File: src/rtl/pipe_pkg.sv
// Shared types and defaults for the pipeline stage register.
// Consumed by pipe_stage_reg (optional skid mode: PIPE_STAGE_SKID_EN).
package pipe_pkg;

    typedef enum logic [1:0] {
        EMPTY = 2'd0,
        ONE   = 2'd1,
        TWO   = 2'd2
    } stage_state_t;

    localparam int unsigned DATA_W_DEF = 32;
    localparam int unsigned CTRL_W_DEF = 12;

    // All-zero control word: no register write, no memory access.
    localparam logic [CTRL_W_DEF-1:0] BUBBLE = '0;

endpackage

File: src/rtl/pipe_entry_reg.sv
// One held pipeline entry {ctrl,data}: load-enable plus synchronous clear,
// cleared asynchronously by the active-low reset.
module pipe_entry_reg #(
    parameter int unsigned W = 44
) (
    input  logic         clk,
    input  logic         reset,
    input  logic         load,
    input  logic         clear,
    input  logic [W-1:0] d,
    output logic [W-1:0] q
);

    always_ff @(posedge clk or negedge reset) begin
        if (!reset)
            q <= '0;
        else if (clear)
            q <= '0;
        else if (load)
            q <= d;
    end

endmodule

File: src/rtl/pipe_stage_reg.sv
// Valid/ready pipeline stage register with flush. Define PIPE_STAGE_SKID_EN
// for a two-entry skid buffer with registered in_ready; default is one entry.
import pipe_pkg::*;

module pipe_stage_reg #(
    parameter int unsigned DATA_W = DATA_W_DEF,
    parameter int unsigned CTRL_W = CTRL_W_DEF
) (
    input  logic              clk,
    input  logic              reset,
    input  logic              flush,
    input  logic              in_valid,
    output logic              in_ready,
    input  logic [CTRL_W-1:0] in_ctrl,
    input  logic [DATA_W-1:0] in_data,
    output logic              out_valid,
    input  logic              out_ready,
    output logic [CTRL_W-1:0] out_ctrl,
    output logic [DATA_W-1:0] out_data,
    output logic [1:0]        occupancy
);

    localparam int unsigned ENTRY_W = CTRL_W + DATA_W;

    stage_state_t         state, state_nxt;
    logic                 accept, drain;
    logic [ENTRY_W-1:0]   head_q;

    assign accept    = in_valid && in_ready;
    assign drain     = out_valid && out_ready;
    assign out_valid = (state != EMPTY);
    assign out_ctrl  = out_valid ? head_q[ENTRY_W-1 -: CTRL_W] : CTRL_W'(BUBBLE);
    assign out_data  = head_q[DATA_W-1:0];

    always_ff @(posedge clk or negedge reset) begin
        if (!reset)
            state <= EMPTY;
        else
            state <= state_nxt;
    end

`ifdef PIPE_STAGE_SKID_EN

    logic               ready_q;
    logic               head_load, skid_load, head_from_skid;
    logic [ENTRY_W-1:0] head_d, skid_q;

    // Register resets to 1 so the stage is ready the moment reset releases;
    // the reset gate keeps in_ready low while reset is held.
    always_ff @(posedge clk or negedge reset) begin
        if (!reset)
            ready_q <= 1'b1;
        else
            ready_q <= (state_nxt != TWO);
    end

    assign in_ready = reset && ready_q;

    always_comb begin
        state_nxt      = state;
        head_load      = 1'b0;
        skid_load      = 1'b0;
        head_from_skid = 1'b0;
        if (flush) begin
            state_nxt = EMPTY;
        end else begin
            case (state)
                EMPTY: if (accept) begin
                    state_nxt = ONE;
                    head_load = 1'b1;
                end
                ONE: begin
                    if (accept && !drain) begin
                        state_nxt = TWO;
                        skid_load = 1'b1;
                    end else if (accept && drain) begin
                        head_load = 1'b1;
                    end else if (drain) begin
                        state_nxt = EMPTY;
                    end
                end
                TWO: if (drain) begin
                    state_nxt      = ONE;
                    head_load      = 1'b1;
                    head_from_skid = 1'b1;
                end
                default: state_nxt = EMPTY;
            endcase
        end
    end

    assign head_d = head_from_skid ? skid_q : {in_ctrl, in_data};

    always_comb begin
        occupancy = 2'd0;
        case (state)
            ONE:     occupancy = 2'd1;
            TWO:     occupancy = 2'd2;
            default: occupancy = 2'd0;
        endcase
    end

    pipe_entry_reg #(.W(ENTRY_W)) u_head (
        .clk   (clk),
        .reset (reset),
        .load  (head_load),
        .clear (flush),
        .d     (head_d),
        .q     (head_q)
    );

    pipe_entry_reg #(.W(ENTRY_W)) u_skid (
        .clk   (clk),
        .reset (reset),
        .load  (skid_load),
        .clear (flush),
        .d     ({in_ctrl, in_data}),
        .q     (skid_q)
    );

`else

    assign in_ready  = reset && ((state == EMPTY) || out_ready);
    assign occupancy = {1'b0, (state != EMPTY)};

    always_comb begin
        state_nxt = state;
        if (flush)
            state_nxt = EMPTY;
        else if (accept)
            state_nxt = ONE;
        else if (drain)
            state_nxt = EMPTY;
    end

    pipe_entry_reg #(.W(ENTRY_W)) u_head (
        .clk   (clk),
        .reset (reset),
        .load  (accept && !flush),
        .clear (flush),
        .d     ({in_ctrl, in_data}),
        .q     (head_q)
    );

`endif

endmodule

File: config.mk
export PLATFORM = sky130hd
export DESIGN_NAME = pipe_stage_reg
export DESIGN_NICKNAME = d
export VERILOG_FILES = /design/src/rtl/pipe_pkg.sv /design/src/rtl/pipe_entry_reg.sv /design/src/rtl/pipe_stage_reg.sv
export SDC_FILE = /design/constraint.sdc
export NUM_CORES = 1
export LEC_CHECK = 0
export BUFFER_PORTS_ARGS = -buffer_cell sky130_fd_sc_hd__buf_2
export CORE_AREA = 2 2 81 64
export DETAILED_ROUTE_END_ITERATION = 6
export DIE_AREA = 0 0 83 66
export PLACE_DENSITY = 0.77
export SLEW_MARGIN = 20
export SYNTH_ARGS = -nofsm -noshare
export SYNTH_HDL_FRONTEND = slang
export SYNTH_SLANG_ARGS = --single-unit
export TNS_END_PERCENT = 10
File: constraint.sdc
create_clock -name clk -period 3.2 [get_ports clk]
set_input_delay 0.32 -clock clk [delete_from_list [all_inputs] [get_ports clk]]
set_output_delay 0.32 -clock clk [all_outputs]
set_load 0.01 [all_outputs]
==> results by stage <==
Worst setup path:
- The biggest fanout along the worst timing path is 24.
- The slack of the worst reg-to-reg path is 1.21 ns.
- The largest stage delay on the critical path is 0.63 ns.
- The critical path is of the reg2reg type.
- The number of buffers and inverters on the critical path is 1.
- The category of the worst setup path capture point is a register.
- The origin of the worst setup path is state[0].
- The family with the most delay on the worst path is compound AO/OA/AOI/OAI gates.
- The critical path goes through nand2b_4 -> a31oi_4 -> buf_4 -> a22o_1.
- Measured in cells, the most critical reg-to-reg path has a length of 4.
- Data on the critical path is required at its endpoint by 3.43 ns.
- The worst register-to-register path ends at u_head.q[38].
- The worst flop-to-flop path startpoint is state[0].
- Among all stages on the critical path, the largest delay is contributed by sky130_fd_sc_hd__a31oi_4.
- STA classifies the critical path startpoint as a register.
- For the worst setup path, the data arrival time is 2.21 ns.

Clock tree:
- The CTS tree is done.
- The clock tree root driver cell is sky130_fd_sc_hd__clkbuf_8.
- For this design, the sink count on the clock tree is 45.
- The clock latency on the worst-skew pair is 0.29 ns.
- The number of buffers between clock root and the deepest sink is 2.
- The H-tree generated during clock tree synthesis spans 2 levels.
- The number of buffers created by CTS is 5.
- The clock slew at the register clock pins of the worst setup and hold paths is 0.08 ns.
- The number of gates resized after cts is 0.

Yosys:
- When the netlist entered floorplanning its net count stood at 201.
- The number of synthesized flops with an enable pin is 0.
- Yosys mapped the design onto 15 distinct sky130hd cell types.
- The post-synthesis cell area is 2034 um2.
- The synthesized area per cell is 13.38 um2.
- The area share of the largest cell type after synthesis is 55.35%.
- The fraction of registers with async set or reset after synthesis is 100.0%.
- The most used flip-flop cell after synthesis is sky130_fd_sc_hd__dfrtp_1.
- Ranked by total cell area, the synthesized netlist is headed by sky130_fd_sc_hd__dfrtp_1 (55%), sky130_fd_sc_hd__a22o_1 (17%), sky130_fd_sc_hd__buf_4 (13%).
- Counting flops and latches in the post-synthesis netlist gives 45.
- The post-synthesis cell count is 152.
- The dominant cell by count in the synthesized netlist is sky130_fd_sc_hd__dfrtp_1.
- The cell taking the most area after synthesis is sky130_fd_sc_hd__dfrtp_1.
- After synthesis, flip-flops and latches occupy 55.35% of the total area.
- The Yosys step of the flow raised 0 warnings.
- Counting instances in the post-synthesis netlist gives the leading cell types as sky130_fd_sc_hd__dfrtp_1 (45), sky130_fd_sc_hd__a22o_1 (40), sky130_fd_sc_hd__buf_4 (34).

Placed design:
- The instance area at placement is 2226 um2.
- The quantity of I/O buffers inserted on ports is 95.
- Routability-driven placement finished with a final weighted congestion of 0.6877.

Finish:
- The count of antenna diodes in the layout is 0.
- The number of fill cells in the layout is 439.
- The post-route netlist has 53.74% of its cells at a drive strength greater than 1.
- The area growth from synthesis to layout is 14.88%.
- The cell area after layout is 2337 um2.
- In the final design database the tool counted 262 nets.

Timing:
- The count of pins over their slew limit came to 0.
- Final hold analysis gives a worst-case slack of 0.2307 ns.
- Timing would allow up to 503.4 MHz.
- The minimum clock period after layout is 1.987 ns.
- Setup repair after global routing left no endpoint under its margin.
- At the pin with the least slew margin, the transition time is 0.8453 ns.
- Dividing the final minimum period by the clock period gives 62.08%.
- Setup violations remaining at the end of the flow were counted as 0.
- The number of endpoints with negative hold slack in the final report is 0.
- The final sum of negative setup slack is 0 ns.
- The normalized max-slew margin is 43.65%.
- Clock skew on the completed layout was measured at 0.003031 ns.

Min path:
- The min-delay analysis places its worst path in the category in2reg.
- For hold timing, the worst endpoint is state[0].
- Along the worst hold path, the cell count comes to 2.
- The source of the worst hold timing path is flush.

GRT:
- Global routing consumed, over all layers together, 14.46% of the routing resources.
- Entering global routing, the biggest net connects 45 pins.
- The first-pass GRT wire length is 6078 um.
- Global routing finished with a remaining overflow of 0.
- The number of antenna violations at the first check in global routing is 0.
- The via count of the first global-routing pass is 1247.

Detailed routing:
- The via count of the routed design is 1327.
- The final layout contains routed wiring with a total length of 3832 um.
- In this run, the number of DRC markers left after iteration 0 of detailed routing was 24.
- The routed length per instance is 13.99 um.
- The count of antenna-violating nets left after detailed routing is 0.
- The average via count per standard cell is 4.843.
- The number of design rule violations left after detail routing is 0.
- The first detailed-routing pass took 4 iterations.

Status:
- The run finished with clean final reports.

Power and ir drop:
- VDD sags by at most 236.9 uV.
- In this run the power density over the cells is 475.5 nW/um2.
- The total power of the final layout is 1.111 mW.
- The standby leakage power is 1.336 nW.

Floorplanning:
- The die area is 5478 um2.
- Measured along the x axis, the die boundary spans 83 um.
- For this configuration, the core starts out at a cell density of 43.22%.
- The chip height is 66 um.
- The core region is 4707 um2.
- The initialized floorplan defines 22 standard-cell rows.
- The top-level I/O count is 97.

Run:
- Max-cap violations in this run came to 0.
## logic make-up (layout without fill, tap and decap cells)
family	Yosys count	after routing	share of synthesized area (%)
AO/OA/AOI/OAI	46	46	20.48
buffers and inverters	44	106	18.45
flip-flops	45	45	55.35
other	1	1	0.1843
AND/OR/NAND/NOR	16	16	5.535
## routing by layer
| layer | global-route usage [%] | vias to the layer above | share of wire [%] |
|---|---|---|---|
| met5 | 0 | - | 0 |
| met4 | 3.689 | 0 | 0.81 |
| met3 | 6.617 | 6 | 8.2 |
| met2 | 22.28 | 54 | 43 |
| met1 | 18.65 | 634 | 48 |
| li1 | - | 633 | - |
## sequential cells by signal, indices dropped and copies added, names as in the netlist
| register | cells |
|---|---|
| u_head.q | 44 |
| state | 1 |
## layout by cell type, fill, tap and decap left out
cell	Yosys	final
sky130_fd_sc_hd__a21oi_1	1	1
sky130_fd_sc_hd__nand2_1	1	1
sky130_fd_sc_hd__buf_4	34	2
sky130_fd_sc_hd__a22o_2	4	4
sky130_fd_sc_hd__conb_1	1	1
sky130_fd_sc_hd__and4b_2	0	1
sky130_fd_sc_hd__a31oi_4	1	1
sky130_fd_sc_hd__dlygate4sd3_1	0	1
sky130_fd_sc_hd__nand2b_4	1	1
sky130_fd_sc_hd__and2_2	3	3
sky130_fd_sc_hd__a22o_1	40	40
sky130_fd_sc_hd__clkbuf_8	0	7
sky130_fd_sc_hd__and2_1	10	10
sky130_fd_sc_hd__dfrtp_1	45	45
sky130_fd_sc_hd__clkinv_2	0	1
sky130_fd_sc_hd__buf_2	0	95
## stage by stage
step	setup slack [ns]	instances	util (%)
after global routing	1.061	274	49.65
after global placement	1.314	265	47.29
after CTS	1.207	274	49.65
after detailed placement	1.223	265	47.29
final	1.213	274	49.65
after floorplan	1.897	152	-
## worst max-delay path by stage
stage	cells past startpoint	end	slack, ns
after floorplan	5	u_head.q[0]	1.90
after global placement	4	u_head.q[33]	1.31
after detailed placement	4	u_head.q[37]	1.22
after CTS	4	u_head.q[38]	1.21
after global routing	4	u_head.q[26]	1.06
final	4	u_head.q[38]	1.21
## final cells by class
| type | count | area (um2) | share of cell area (%) |
|---|---|---|---|
| timing repair buffer | 98 | 500.5 | 21.41 |
| sequential | 45 | 1126 | 48.18 |
| multi-input combinational | 63 | 534.3 | 22.86 |
| clock buffer | 7 | 96.34 | 4.122 |
| clock inverter | 1 | 5.005 | 0.2141 |
| tap | 60 | 75.07 | 3.212 |
## power by group
group / switching, mW / internal [mW] / total, mW
Sequential: 0.0159 / 0.595 / 0.611
Clock: 0.176 / 0.195 / 0.371
Combinational: 0.0675 / 0.0620 / 0.130
## what timing repair did
item                                   4_1_cts  5_1_grt
endpoints found under the hold margin        3        0
hold buffers                                 1        0
buffers inserted                             0        0
No activity file was read; power rests on OpenSTA's default activity.
